<file path="config.mk">
export PLATFORM = sky130hd
export DESIGN_NAME = router_pkt_reg
export DESIGN_NICKNAME = d
export VERILOG_FILES = /design/src/rtl/router_pkg.sv /design/src/rtl/router_parity_acc.sv /design/src/rtl/router_pkt_reg.sv
export SDC_FILE = /design/constraint.sdc
export NUM_CORES = 1
export LEC_CHECK = 0
export ABC_AREA = 1
export BUFFER_PORTS_ARGS = -buffer_cell sky130_fd_sc_hd__clkbuf_2
export CAP_MARGIN = 0
export CORE_ASPECT_RATIO = 1.2
export CORE_MARGIN = 1
export CORE_UTILIZATION = 32
export DETAILED_ROUTE_END_ITERATION = 10
export GPL_TIMING_DRIVEN = 0
export SLEW_MARGIN = 20
export SYNTH_ARGS = -nofsm -noshare
export SYNTH_HDL_FRONTEND = slang
export SYNTH_HIERARCHICAL = 1
export SYNTH_SLANG_ARGS = --single-unit
</file>
<file path="constraint.sdc">
create_clock -name clock -period 2.9 [get_ports clock]
set_input_delay 0.58 -clock clock [delete_from_list [all_inputs] [get_ports clock]]
set_output_delay 0.58 -clock clock [all_outputs]
set_load 0.03 [all_outputs]
</file>
<file path="src/rtl/router_pkg.sv">
// Shared router definitions: default byte/address widths, invalid-address code, header field helpers.
// Latency: none (types, constants and pure functions only).
// Backpressure: none.
package router_pkg;

    localparam int unsigned ROUTER_DATA_WIDTH = 8;
    localparam int unsigned ROUTER_ADDR_BITS  = 2;
    localparam int unsigned PAY_CNT_W         = 6;

    // All-ones destination code means "no such port"; truncated to the address width at use.
    localparam logic [31:0] ADDR_INVALID = '1;

    // Destination address field (header LSBs).
    function automatic logic [31:0] hdr_addr(input logic [31:0] h, input int unsigned ab);
        return h & ((32'd1 << ab) - 32'd1);
    endfunction

    // Payload length field (header bits above the address).
    function automatic logic [31:0] hdr_len(input logic [31:0] h, input int unsigned dw,
                                            input int unsigned ab);
        return (h >> ab) & ((32'd1 << (dw - ab)) - 32'd1);
    endfunction

    // True when the header addresses the reserved all-ones destination.
    function automatic logic addr_is_invalid(input logic [31:0] h, input int unsigned ab);
        return hdr_addr(h, ab) == (ADDR_INVALID & ((32'd1 << ab) - 32'd1));
    endfunction

endpackage

</file>
<file path="src/rtl/router_parity_acc.sv">
// Running XOR parity accumulator for one packet (header plus payload bytes).
// Latency: 1 cycle from en/clr to the updated par value.
// Backpressure: none; the caller gates en so each byte is folded in exactly once.
module router_parity_acc import router_pkg::*; #(
    parameter int unsigned DATA_WIDTH = ROUTER_DATA_WIDTH
) (
    input  logic                  clock,
    input  logic                  reset,
    input  logic                  clr,
    input  logic                  en,
    input  logic [DATA_WIDTH-1:0] data_byte,
    output logic [DATA_WIDTH-1:0] par
);

    // Clear at the start of a packet, otherwise fold in each accepted byte.
    always_ff @(posedge clock) begin
        if (reset) begin
            par <= '0;
        end else if (clr) begin
            par <= '0;
        end else if (en) begin
            par <= par ^ data_byte;
        end
    end

endmodule

</file>
<file path="src/rtl/router_pkt_reg.sv">
// Router datapath register: header/payload/parity capture, dout to output FIFOs, parity check (optional ROUTER_LEN_CHECK_EN length check).
// Latency: 1 cycle from FSM state strobe to dout/status update.
// Backpressure: fifo_full parks the current byte in hold_byte; it is replayed on dout in the laf cycle.
module router_pkt_reg import router_pkg::*; #(
    parameter int unsigned DATA_WIDTH = ROUTER_DATA_WIDTH,
    parameter int unsigned ADDR_BITS  = ROUTER_ADDR_BITS
) (
    input  logic                  clock,
    input  logic                  reset,
    input  logic                  pkt_valid,
    input  logic [DATA_WIDTH-1:0] data_in,
    input  logic                  fifo_full,
    input  logic                  detect_add,
    input  logic                  lfd_state,
    input  logic                  ld_state,
    input  logic                  laf_state,
    input  logic                  full_state,
    input  logic                  rst_int_reg,
    output logic                  parity_done,
    output logic                  low_packet_valid,
    output logic                  err,
    output logic [DATA_WIDTH-1:0] dout,
    output logic                  len_err
);

    logic [DATA_WIDTH-1:0] hdr;
    logic [DATA_WIDTH-1:0] hold_byte;
    logic [DATA_WIDTH-1:0] pkt_par;
    logic [DATA_WIDTH-1:0] int_par;
    logic [DATA_WIDTH-1:0] par_byte;

    logic ld_eff;
    logic laf_eff;
    logic hdr_ok;
    logic par_cap_ld;
    logic par_cap_laf;
    logic laf_replay;
    logic par_en;

    // Decode strobes; lfd outranks ld, which outranks laf, should they ever overlap.
    always_comb begin
        ld_eff      = ld_state && !lfd_state;
        laf_eff     = laf_state && !lfd_state && !ld_state;
        hdr_ok      = detect_add && pkt_valid
                      && !addr_is_invalid(32'(data_in), ADDR_BITS);
        // pkt_valid low in a load cycle means data_in is the parity byte.
        par_cap_ld  = ld_eff && !fifo_full && !pkt_valid && !parity_done;
        // When pkt_valid dropped while full, the parked byte is the parity byte.
        par_cap_laf = laf_eff && low_packet_valid && !parity_done;
        // Otherwise the parked byte is payload and is accounted for here, once.
        laf_replay  = laf_eff && !low_packet_valid;
        par_en      = lfd_state
                      || (ld_eff && pkt_valid && !full_state && !fifo_full)
                      || laf_replay;
    end

    // Select which byte the parity accumulator folds in this cycle.
    always_comb begin
        par_byte = data_in;
        if (lfd_state) begin
            par_byte = hdr;
        end else if (laf_replay) begin
            par_byte = hold_byte;
        end
    end

    router_parity_acc #(
        .DATA_WIDTH (DATA_WIDTH)
    ) u_parity_acc (
        .clock     (clock),
        .reset     (reset),
        .clr       (detect_add),
        .en        (par_en),
        .data_byte (par_byte),
        .par       (int_par)
    );

    // Latch the header only when it names a real destination.
    always_ff @(posedge clock) begin
        if (reset) begin
            hdr <= '0;
        end else if (hdr_ok) begin
            hdr <= data_in;
        end
    end

    // Drive dout; a byte arriving while the FIFO is full is parked for the laf replay.
    always_ff @(posedge clock) begin
        if (reset) begin
            dout      <= '0;
            hold_byte <= '0;
        end else if (lfd_state) begin
            dout <= hdr;
        end else if (ld_state && !fifo_full) begin
            dout <= data_in;
        end else if (ld_state) begin
            hold_byte <= data_in;
        end else if (laf_state) begin
            dout <= hold_byte;
        end
    end

    // Capture the parity byte once per packet and report it to the FSM.
    always_ff @(posedge clock) begin
        if (reset) begin
            pkt_par     <= '0;
            parity_done <= 1'b0;
        end else if (detect_add) begin
            parity_done <= 1'b0;
        end else if (par_cap_ld) begin
            pkt_par     <= data_in;
            parity_done <= 1'b1;
        end else if (par_cap_laf) begin
            pkt_par     <= hold_byte;
            parity_done <= 1'b1;
        end
    end

    // Flag end of packet (pkt_valid low during load); a new drop beats the clear.
    always_ff @(posedge clock) begin
        if (reset) begin
            low_packet_valid <= 1'b0;
        end else if (ld_eff && !pkt_valid) begin
            low_packet_valid <= 1'b1;
        end else if (rst_int_reg) begin
            low_packet_valid <= 1'b0;
        end
    end

    // Compare computed and received parity in the check state; sticky until next header.
    always_ff @(posedge clock) begin
        if (reset) begin
            err <= 1'b0;
        end else if (rst_int_reg && parity_done) begin
            err <= (int_par != pkt_par);
        end else if (detect_add) begin
            err <= 1'b0;
        end
    end

`ifdef ROUTER_LEN_CHECK_EN
    logic [PAY_CNT_W-1:0] pay_cnt;
    logic                 pay_acc;

    // A payload byte is accepted when it goes straight out or is replayed after full.
    always_comb begin
        pay_acc = (ld_eff && pkt_valid && !fifo_full) || laf_replay;
    end

    // Count payload bytes (saturating) and check against the header length field.
    always_ff @(posedge clock) begin
        if (reset) begin
            pay_cnt <= '0;
            len_err <= 1'b0;
        end else begin
            if (lfd_state) begin
                pay_cnt <= '0;
            end else if (pay_acc && (pay_cnt != '1)) begin
                pay_cnt <= pay_cnt + 1'b1;
            end
            if (rst_int_reg) begin
                len_err <= (32'(pay_cnt) != hdr_len(32'(hdr), DATA_WIDTH, ADDR_BITS));
            end else if (detect_add) begin
                len_err <= 1'b0;
            end
        end
    end
`else
    assign len_err = 1'b0;
`endif

endmodule

</file>
==> results of run 1 <==
==> kinds of logic after synthesis <==
family                    synth area share
other                              0.00161
buffers and inverters                0.111
DFF                                  0.371
AOI/OAI and AO/OA                    0.131
and+or+nand+nor                      0.374
xor gates and xnor gates            0.0113
==> registers in the layout (all words and copies together), names as in the netlist <==
| signal | count |
|---|---|
| dout | 8 |
| hdr | 8 |
| hold_byte | 8 |
| pkt_par | 8 |
| u_parity_acc/par | 8 |
| err | 1 |
| low_packet_valid | 1 |
| parity_done | 1 |
==> critical path, cell delays in order <==
cell,delay (ns)
clkbuf_2,0.10
nor2_1,0.29
inv_2,0.18
o21ai_2,0.38
inv_1,0.08
o31ai_1,0.09
buf_6,0.18
buf_8,0.13
nand3_2,0.05
nand2_1,0.06
nor2_1,0.04
==> cells in the mapped netlist <==
cell | n | area [µm²]
o211ai_1 | 8 | 60.1
clkbuf_1 | 3 | 11.3
nor2_4 | 2 | 22.5
nor2_1 | 33 | 124
conb_1 | 1 | 3.75
nand3_4 | 1 | 17.5
nand2_2 | 4 | 25.0
o31ai_1 | 1 | 7.51
nand2_1 | 101 | 379
buf_4 | 2 | 15.0
a21oi_1 | 25 | 125
nand3_2 | 2 | 20.0
buf_2 | 5 | 25.0
or2_2 | 1 | 6.26
dfxtp_1 | 43 | 861
buf_8 | 1 | 15.0
nand4_1 | 8 | 50.1
nor2_8 | 1 | 20.0
nor2_2 | 2 | 12.5
o21ai_2 | 1 | 8.76
a22oi_1 | 1 | 7.51
inv_1 | 39 | 146
nand3_1 | 34 | 170
buf_6 | 3 | 33.8
o21ai_0 | 19 | 95.1
inv_2 | 3 | 11.3
xnor2_1 | 3 | 26.3
nand2_4 | 2 | 22.5
==> layer usage <==
| metal | vias up | global-route usage |
|---|---|---|
| li1 | 1190 | - |
| met1 | 1046 | 0.225 |
| met2 | 59 | 0.297 |
| met3 | 27 | 0.0316 |
| met4 | 0 | 0.121 |
| met5 | - | 0 |
==> area by class of cell <==
type / instances / share of cell area
plain buffers: 14 / 0.0376
clock buffers: 6 / 0.0311
clock inverters: 1 / 0.00188
inverters: 42 / 0.0593
multi-input cells: 250 / 0.453
flip-flops and latches: 43 / 0.324
well taps: 87 / 0.0409
repair buffers: 28 / 0.0527
==> power groups by stage <==
stage,clock network [mW],registers (mW),logic [mW]
after floorplan,0,0.654,0.129
final,0.392,0.635,0.206
after detailed placement,0,0.649,0.204
after global placement,0,0.648,0.203
after global routing,0.426,0.638,0.228
after CTS,0.405,0.635,0.205
==> per-stage QoR <==
| stage | utilization | setup slack [ns] | hold WS (ns) |
|---|---|---|---|
| 6_report | 0.383 | 0.932 | 0.508 |
| 5_1_grt | 0.383 | 0.787 | 0.541 |
| 4_1_cts | 0.383 | 0.940 | 0.512 |
| 3_5_place_dp | 0.371 | 0.619 | 0.499 |
| 3_3_place_gp | 0.371 | 0.638 | 0.496 |
| 2_1_floorplan | - | 1.08 | 0.467 |
==> worst max-delay path by stage <==
| stage | startpoint | to | slack, ns | depth (start not counted) |
|---|---|---|---|---|
| global placement | ld_state | u_parity_acc/par[4] | 0.64 | 11 |
| CTS | ld_state | u_parity_acc/par[4] | 0.94 | 11 |
| global route | ld_state | u_parity_acc/par[3] | 0.79 | 11 |
| finish | ld_state | u_parity_acc/par[4] | 0.93 | 11 |
| detailed placement | ld_state | u_parity_acc/par[4] | 0.62 | 11 |
| floorplan | laf_state | u_parity_acc/par[3] | 1.08 | 11 |
==> run metrics, run 1 <==
setup violators final=0; Initial Utilization=0.335; I/O pins=30; DR vias/cell=4.93; R2R Setup Slk=1.41 ns; Max-Cap Viols=0; routability cong.=0.973; most frequent cells in the layout=101 x nand2_1, 43 x dfxtp_1, 39 x inv_1; initial antenna violation count=0; input/output buffers=28; final cycle utilization of the critical path=0.679; Hold Vio Cnt, Final=0; number of post-CTS setup repair buffers=0; reg2reg start=low_packet_valid; Syn Nets=367; Pwr Total=1.23 mW; Max Freq=0.508 GHz; DR iter-0 viols=156; total number of vias=2322; antenna-violating nets left=0; Rows=33; area of the mapped netlist=2320 µm²; Final HPWL DP=4810 µm; DRC viols=0; H-tree levels=2; chip width=79.8 µm; routed wire length=6450 µm; CP Launch Type=input pin; pins over their slew limit=0; router iterations before antenna repair=4; Area Growth Syn to Fin=14.5%; clk sinks=43; sequential share of the synthesized area=0.371; Ys Warns=6; Post-CTS Hold Fix Bufs=0; Routed WL per cell=13.7 µm; Vert. Die Dim=95.3 µm; register area=861 µm²; end of the worst hold path=hold_byte[7]; cell count after placement=464; share of layout cells above drive strength 1=0.169; CTS Buf Count=5; Root Buffer=clkbuf_8; clock slew at reported path FFs=0.08 ns; worst vdd rail ir drop=0.236 mV; TritonCTS clock tree=built; min-delay src=hold_byte[7]; Distinct cells, synth=28; Yosys reg bits=43; Synth Instances=349; P_leak=1.28 nW; total track usage=0.184; Avg Cell Area, Syn=6.65 µm²; hold path cells=2; CP Max Fanout=10; WL met2=3050 µm; Comb power frac=0.167; CP required=3.10 ns; top sig layer=met4; r2r endpoint=u_parity_acc/par[4]; Layout Cells excl Fill=471; Longest Clk Path Bufs=2; sw frac=0.294; Final Instance Area=2660 µm²; RSZ-0062 raised after global routing=false; Final nets=402; crit end category=register; Cell Area, Placed=2570 µm²; largest net degree at the start of global routing=13; sw power=0.362 mW; Die Area=7600 µm²; Worst Clk Skew=0.00367 ns; Seq pwr share=0.515; Fillers=777; # resized after CTS=0; multi-input logic area=1200 µm²; critical path class=input pin to register; hold crit path type=register to register; n_diodes=0; Met3 Wirelength=259 µm; aggregate global routing overflow=0; CP arrival=2.16 ns; Fin Setup TNS=0 ns; Core Box Area=6940 µm²; insertion delay to the later sink of the worst-skew pair=0.30 ns; Pwr Density=464 nW/µm²; status=completed; commonest non-fill, non-tap cell in the layout=nand2_1; vias in the first global route=2106; clock network fraction of design power=0.318; Pint=0.871 mW; first-pass GRT wire length=10400 µm; cells on worst reg2reg path=8; wl on met1=2810 µm; min cycle time layout=1.97 ns
(Power assumes the default switching activity.)
==> inputs of run 2 (changes only) <==
==> constraint.sdc (replaced) <==
create_clock -name clock -period 1.9 [get_ports clock]
set_input_delay 0.38 -clock clock [delete_from_list [all_inputs] [get_ports clock]]
set_output_delay 0.38 -clock clock [all_outputs]
set_load 0.03 [all_outputs]
==> run 2 against run 1 <==
  * Clock skew increased by 0.00059 ns
  * Clock power increased by 53%
  * Final cell count unchanged
  * Critical endpoint is now u_parity_acc/par[6]
  * Core utilization increased by 0.11 points
  * Count of clock-buffer cells in the layout unchanged
  * Via count decreased by 0.56%
  * Critical path depth unchanged
  * First-iteration DRC count decreased by 18%
  * Non-clock buffer count unchanged
  * Highest routed layer unchanged
  * Combinational power increased by 53%
==> run metrics, run 2 (same netlist as run 1, synthesis figures left out) <==
Pwr Total=1.88 mW (was 1.23 mW); Core Box Area=6940 µm² (unchanged); largest net degree at the start of global routing=13 (unchanged); Most common cell on crit path=nand2_1 (was nor2_1); pins over their slew limit=0 (unchanged); CP Max Fanout=10 (unchanged); P_leak=1.28 nW (about the same); routability cong.=0.973 (unchanged); hold_ws=0.367 ns (was 0.508 ns); status=completed (unchanged); Final HPWL DP=4810 µm (unchanged); input/output buffers=28 (unchanged); insertion delay to the later sink of the worst-skew pair=0.30 ns (about the same); Final nets=402 (unchanged); CP Launch Type=input pin (unchanged); Vert. Die Dim=95.3 µm (unchanged); DR iter-0 viols=128 (was 156); Worst Clk Skew=0.00426 ns (was 0.00367 ns); commonest non-fill, non-tap cell in the layout=nand2_1 (unchanged); min cycle time layout=1.68 ns; n_diodes=0 (unchanged); worst-path cell with the longest stage delay=nor2_2 (was o21ai_2); H-tree levels=2 (unchanged); Final Instance Area=2670 µm² (was 2660 µm²); DRC viols=0 (unchanged); Hold Vio Cnt, Final=0 (unchanged); Max Freq=0.596 GHz; most frequent cells in the layout=101 x nand2_1, 43 x dfxtp_1, 39 x inv_1 (unchanged); Initial Utilization=0.335 (unchanged); CP required=2.10 ns (was 3.10 ns); router iterations before antenna repair=4 (unchanged); Fin Setup TNS=0 ns (unchanged); total track usage=0.184 (unchanged); critical path class=input pin to register (unchanged); Post-CTS Hold Fix Bufs=0 (unchanged); DR vias/cell=4.90 (was 4.93); Die Area=7600 µm² (unchanged); share of layout cells above drive strength 1=0.169 (unchanged); Routed WL per cell=13.7 µm (about the same); hold crit path type=input pin to register (was register to register); total number of vias=2309 (was 2322); routed wire length=6470 µm (was 6450 µm); clock slew at reported path FFs=0.08 ns (about the same); TritonCTS clock tree=built (unchanged); RSZ-0062 raised after global routing=false (unchanged); clk sinks=43 (unchanged); CP Cell Sequence=clkbuf_2, buf_2, inv_2, buf_4, nand2_2, nor2_2, nand2_1, o211ai_1, nand3_1, nand2_1, nor2_1 (was clkbuf_2, nor2_1, inv_2, o21ai_2, inv_1, o31ai_1, buf_6, buf_8, nand3_2, nand2_1, nor2_1); antenna-violating nets left=0 (unchanged); setup violators final=0 (unchanged); CP arrival=1.88 ns (was 2.16 ns); Longest Clk Path Bufs=2 (unchanged); Critical Path Max Stage Delay=0.31 ns (was 0.38 ns); Pwr Density=707 nW/µm² (was 464 nW/µm²); chip width=79.8 µm (unchanged); I/O pins=30 (unchanged); first-pass GRT wire length=10400 µm (unchanged); vias in the first global route=2106 (unchanged); Layout Cells excl Fill=471 (unchanged); Max-Cap Viols=0 (unchanged); initial antenna violation count=0 (unchanged); Root Buffer=clkbuf_8 (unchanged); Rows=33 (unchanged); aggregate global routing overflow=0 (unchanged); worst vdd rail ir drop=0.368 mV (was 0.236 mV); Cell Area, Placed=2570 µm² (unchanged); cell count after placement=464 (unchanged); CTS Buf Count=5 (unchanged); crit end category=register (unchanged); Area Growth Syn to Fin=14.8% (was 14.5%); final cycle utilization of the critical path=0.883
## run 2: cell count changes in the layout (fill, tap and decap cells not counted)
cell	change
o21ai_2	-1
o21ai_4	+1
## run 2: where the power goes
part	total, mW	internal [mW]	switching (mW)
Sequential	0.969	0.939	0.0305
Combinational	0.316	0.105	0.211
Clock	0.599	0.286	0.314
Total	1.88	1.33	0.555
## run 2: worst max-delay path: cells and delay by family
| family | cells | cell delay [ns] |
|---|---|---|
| AND/OR/NAND/NOR | 6 | 0.71 |
| buffers and inverters | 4 | 0.57 |
| AO/OA/AOI/OAI | 1 | 0.19 |
## run 2: cell type report
type	instances	area (µm²)
plain buffers	14	100
clock buffers	6	82.6
clock inverters	1	5.00
fillers	776	4270
inverters	42	158
multi-input cells	250	1210
flip-flops and latches	43	861
well taps	87	109
repair buffers	28	140
## run 2: metrics by stage
stage                util  setup slack, ns
floorplan               -            0.282
global placement    0.371           -0.162
detailed placement  0.371           -0.181
CTS                 0.383            0.140
global route        0.384           0.0628
finish              0.384            0.223
## run 2: what timing repair did
action,CTS,global route
hold endpoints to repair,0,0
setup buffers,0,0
setup endpoints to repair,0,1
gates resized for setup,0,1
## run 2: path summary, 6_finish.rpt
check / from / endpoint / slack (ns) / cells after the start
max: lfd_state / u_parity_acc/par[6] / 0.22 / 11
min: rst_int_reg / low_packet_valid / 0.37 / 3
max reg2reg: parity_done / pkt_par[4] / 0.45 / 7
min reg2reg: hold_byte[7] / hold_byte[7] / 0.52 / 2
## run 2: per-layer routing
layer  global-route usage  wire length (µm)
met5                    0                 0
met4                0.121               323
met3               0.0316               278
met2                0.297              3070
met1                0.225              2790
==> inputs of run 3 (changes only) <==
--- a/config.mk
+++ b/config.mk
@@ -9,8 +9,7 @@
 export BUFFER_PORTS_ARGS = -buffer_cell sky130_fd_sc_hd__clkbuf_2
 export CAP_MARGIN = 0
 export CORE_ASPECT_RATIO = 1.2
-export CORE_MARGIN = 1
-export CORE_UTILIZATION = 32
+export CORE_UTILIZATION = 41
 export DETAILED_ROUTE_END_ITERATION = 10
 export GPL_TIMING_DRIVEN = 0
 export SLEW_MARGIN = 20
==> run 3 against run 2 <==
  * Combinational power is 2% lower
  * Via count rose by 0.61%
  * Highest routed layer unchanged
  * First-iteration DRC count fell by 13%
  * Count of clock-buffer cells in the layout decreased by 1
  * Critical endpoint is now u_parity_acc/par[3]
  * Core utilization increased by 11 points
==> run metrics, run 3 (same netlist as run 1, synthesis figures left out) <==
multi-input logic area=1200 µm² (was 1210 µm²); CP required=2.11 ns (was 2.10 ns); Comb power frac=0.166 (was 0.168); Routed WL per cell=13.9 µm (was 13.7 µm); Met3 Wirelength=276 µm (was 278 µm); final cycle utilization of the critical path=0.914 (was 0.883); insertion delay to the later sink of the worst-skew pair=0.30 ns (about the same); Seq pwr share=0.520 (was 0.514); CTS Buf Count=5 (unchanged); commonest non-fill, non-tap cell in the layout=nand2_1 (unchanged); Max Freq=0.576 GHz (was 0.596 GHz); # resized after CTS=0 (unchanged); top sig layer=met4 (unchanged); min cycle time layout=1.74 ns (was 1.68 ns); DR iter-0 viols=111 (was 128); Post-CTS Hold Fix Bufs=0 (unchanged); worst vdd rail ir drop=0.364 mV (was 0.368 mV); most frequent cells in the layout=101 x nand2_1, 43 x dfxtp_1, 39 x inv_1 (unchanged); Placement Setup Slack=-0.143 ns (was -0.181 ns); largest net degree at the start of global routing=15 (was 13); DRC viols=0 (unchanged); Rows=29 (was 33); vias in the first global route=2101 (was 2106); DR vias/cell=5.20 (was 4.90); crit end category=register (unchanged); Pwr Density=710 nW/µm² (was 707 nW/µm²); hold_ws=0.368 ns (was 0.367 ns); n_diodes=0 (unchanged); register area=861 µm² (unchanged); number of post-CTS setup repair buffers=0 (unchanged); critical path class=input pin to register (unchanged); routability cong.=0.926 (was 0.973); input/output buffers=28 (unchanged); Die Area=5970 µm² (was 7600 µm²); Final nets=402 (unchanged); Longest Clk Path Bufs=2 (unchanged); CP Launch Type=input pin (unchanged); wl on met1=2860 µm (was 2790 µm); CP Cell Sequence=clkbuf_2, nor2_1, inv_2, o21ai_2, inv_1, o31ai_1, buf_6, buf_8, nand3_2, nand2_1, nor2_1 (was clkbuf_2, buf_2, inv_2, buf_4, nand2_2, nor2_2, nand2_1, o211ai_1, nand3_1, nand2_1, nor2_1); final setup margin=0.163 ns (was 0.223 ns); TritonCTS clock tree=built (unchanged); CP arrival=1.94 ns (was 1.88 ns); aggregate global routing overflow=0 (unchanged); Max-Cap Viols=0 (unchanged); worst-path cell with the longest stage delay=o21ai_2 (was nor2_2); clk sinks=43 (unchanged); Most common cell on crit path=nor2_1 (was nand2_1); sw frac=0.304 (was 0.294); Hold Vio Cnt, Final=0 (unchanged); P_leak=1.28 nW (about the same); clock slew at reported path FFs=0.09 ns (was 0.08 ns); Pint=1.30 mW (was 1.33 mW); initial antenna violation count=0 (unchanged); chip width=70.7 µm (was 79.8 µm); RSZ-0062 raised after global routing=false (unchanged); hold crit path type=input pin to register (unchanged); H-tree levels=2 (unchanged); Worst Clk Skew=0.00756 ns (was 0.00426 ns); first-pass GRT wire length=10100 µm (was 10400 µm); I/O pins=30 (unchanged); Initial Utilization=0.432 (was 0.335); Critical Path Max Stage Delay=0.37 ns (was 0.31 ns); setup violators final=0 (unchanged); pins over their slew limit=0 (unchanged); CP Max Fanout=10 (unchanged); clock network fraction of design power=0.314 (was 0.318); router iterations before antenna repair=4 (unchanged); WL met2=2830 µm (was 3070 µm); Core Box Area=5370 µm² (was 6940 µm²); routed wire length=6230 µm (was 6470 µm); status=completed (unchanged); antenna-violating nets left=0 (unchanged); Area Growth Syn to Fin=13.2% (was 14.8%); Final HPWL DP=4750 µm (was 4810 µm); Fillers=570 (was 776); total track usage=0.222 (was 0.184); share of layout cells above drive strength 1=0.171 (was 0.169); sw power=0.567 mW (was 0.555 mW); Root Buffer=clkbuf_8 (unchanged); total number of vias=2323 (was 2309); Pwr Total=1.87 mW (was 1.88 mW); Vert. Die Dim=84.4 µm (was 95.3 µm)
==> run 3: worst paths after layout <==
kind                                            end  slack [ns]  cells after the start        startpoint
worst max-delay path            u_parity_acc/par[3]        0.16                     11          ld_state
worst min-delay path                   hold_byte[5]        0.37                      3        data_in[5]
worst max register to register  u_parity_acc/par[3]        0.43                      8  low_packet_valid
worst min register to register         hold_byte[6]        0.53                      2      hold_byte[6]
==> run 3: stage by stage <==
step / utilization / instances / setup TNS (ns) / cell area, µm²
after detailed placement: 0.473 / 439 / -0.916 / 2540
after global placement: 0.473 / 439 / -0.909 / 2540
after CTS: 0.490 / 447 / 0 / 2630
final: 0.490 / 447 / 0 / 2630
after global routing: 0.490 / 447 / 0 / 2630
after floorplan: - / 349 / 0 / 2320
==> run 3: area by class of cell <==
cell class | instances | share of cell area
Timing Repair Buffer | 28 | 0.0533
Clock inverter | 3 | 0.00762
Tap cell | 62 | 0.0295
Sequential cell | 43 | 0.327
Clock buffer | 5 | 0.0262
Inverter | 42 | 0.0600
Buffer | 14 | 0.0381
Multi-Input combinational cell | 250 | 0.458
==> run 3: power groups by stage <==
stage	registers, mW	clock network, mW	logic [mW]
floorplan	0.999	0	0.198
global placement	0.991	0	0.306
detailed placement	0.991	0	0.310
global route	0.975	0.639	0.346
finish	0.970	0.586	0.310
CTS	0.970	0.613	0.311
==> run 3: metal layers <==
metal | GRT usage | up-vias
li1 | - | 1186
met4 | 0.113 | 0
met1 | 0.289 | 1043
met3 | 0.0384 | 20
met5 | 0 | -
met2 | 0.351 | 74
==> run 3: critical path, delay by kind of cell <==
| family | cells | cell delay [ns] |
|---|---|---|
| buffers and inverters | 5 | 0.65 |
| AO/OA/AOI/OAI | 2 | 0.46 |
| AND/OR/NAND/NOR | 4 | 0.44 |
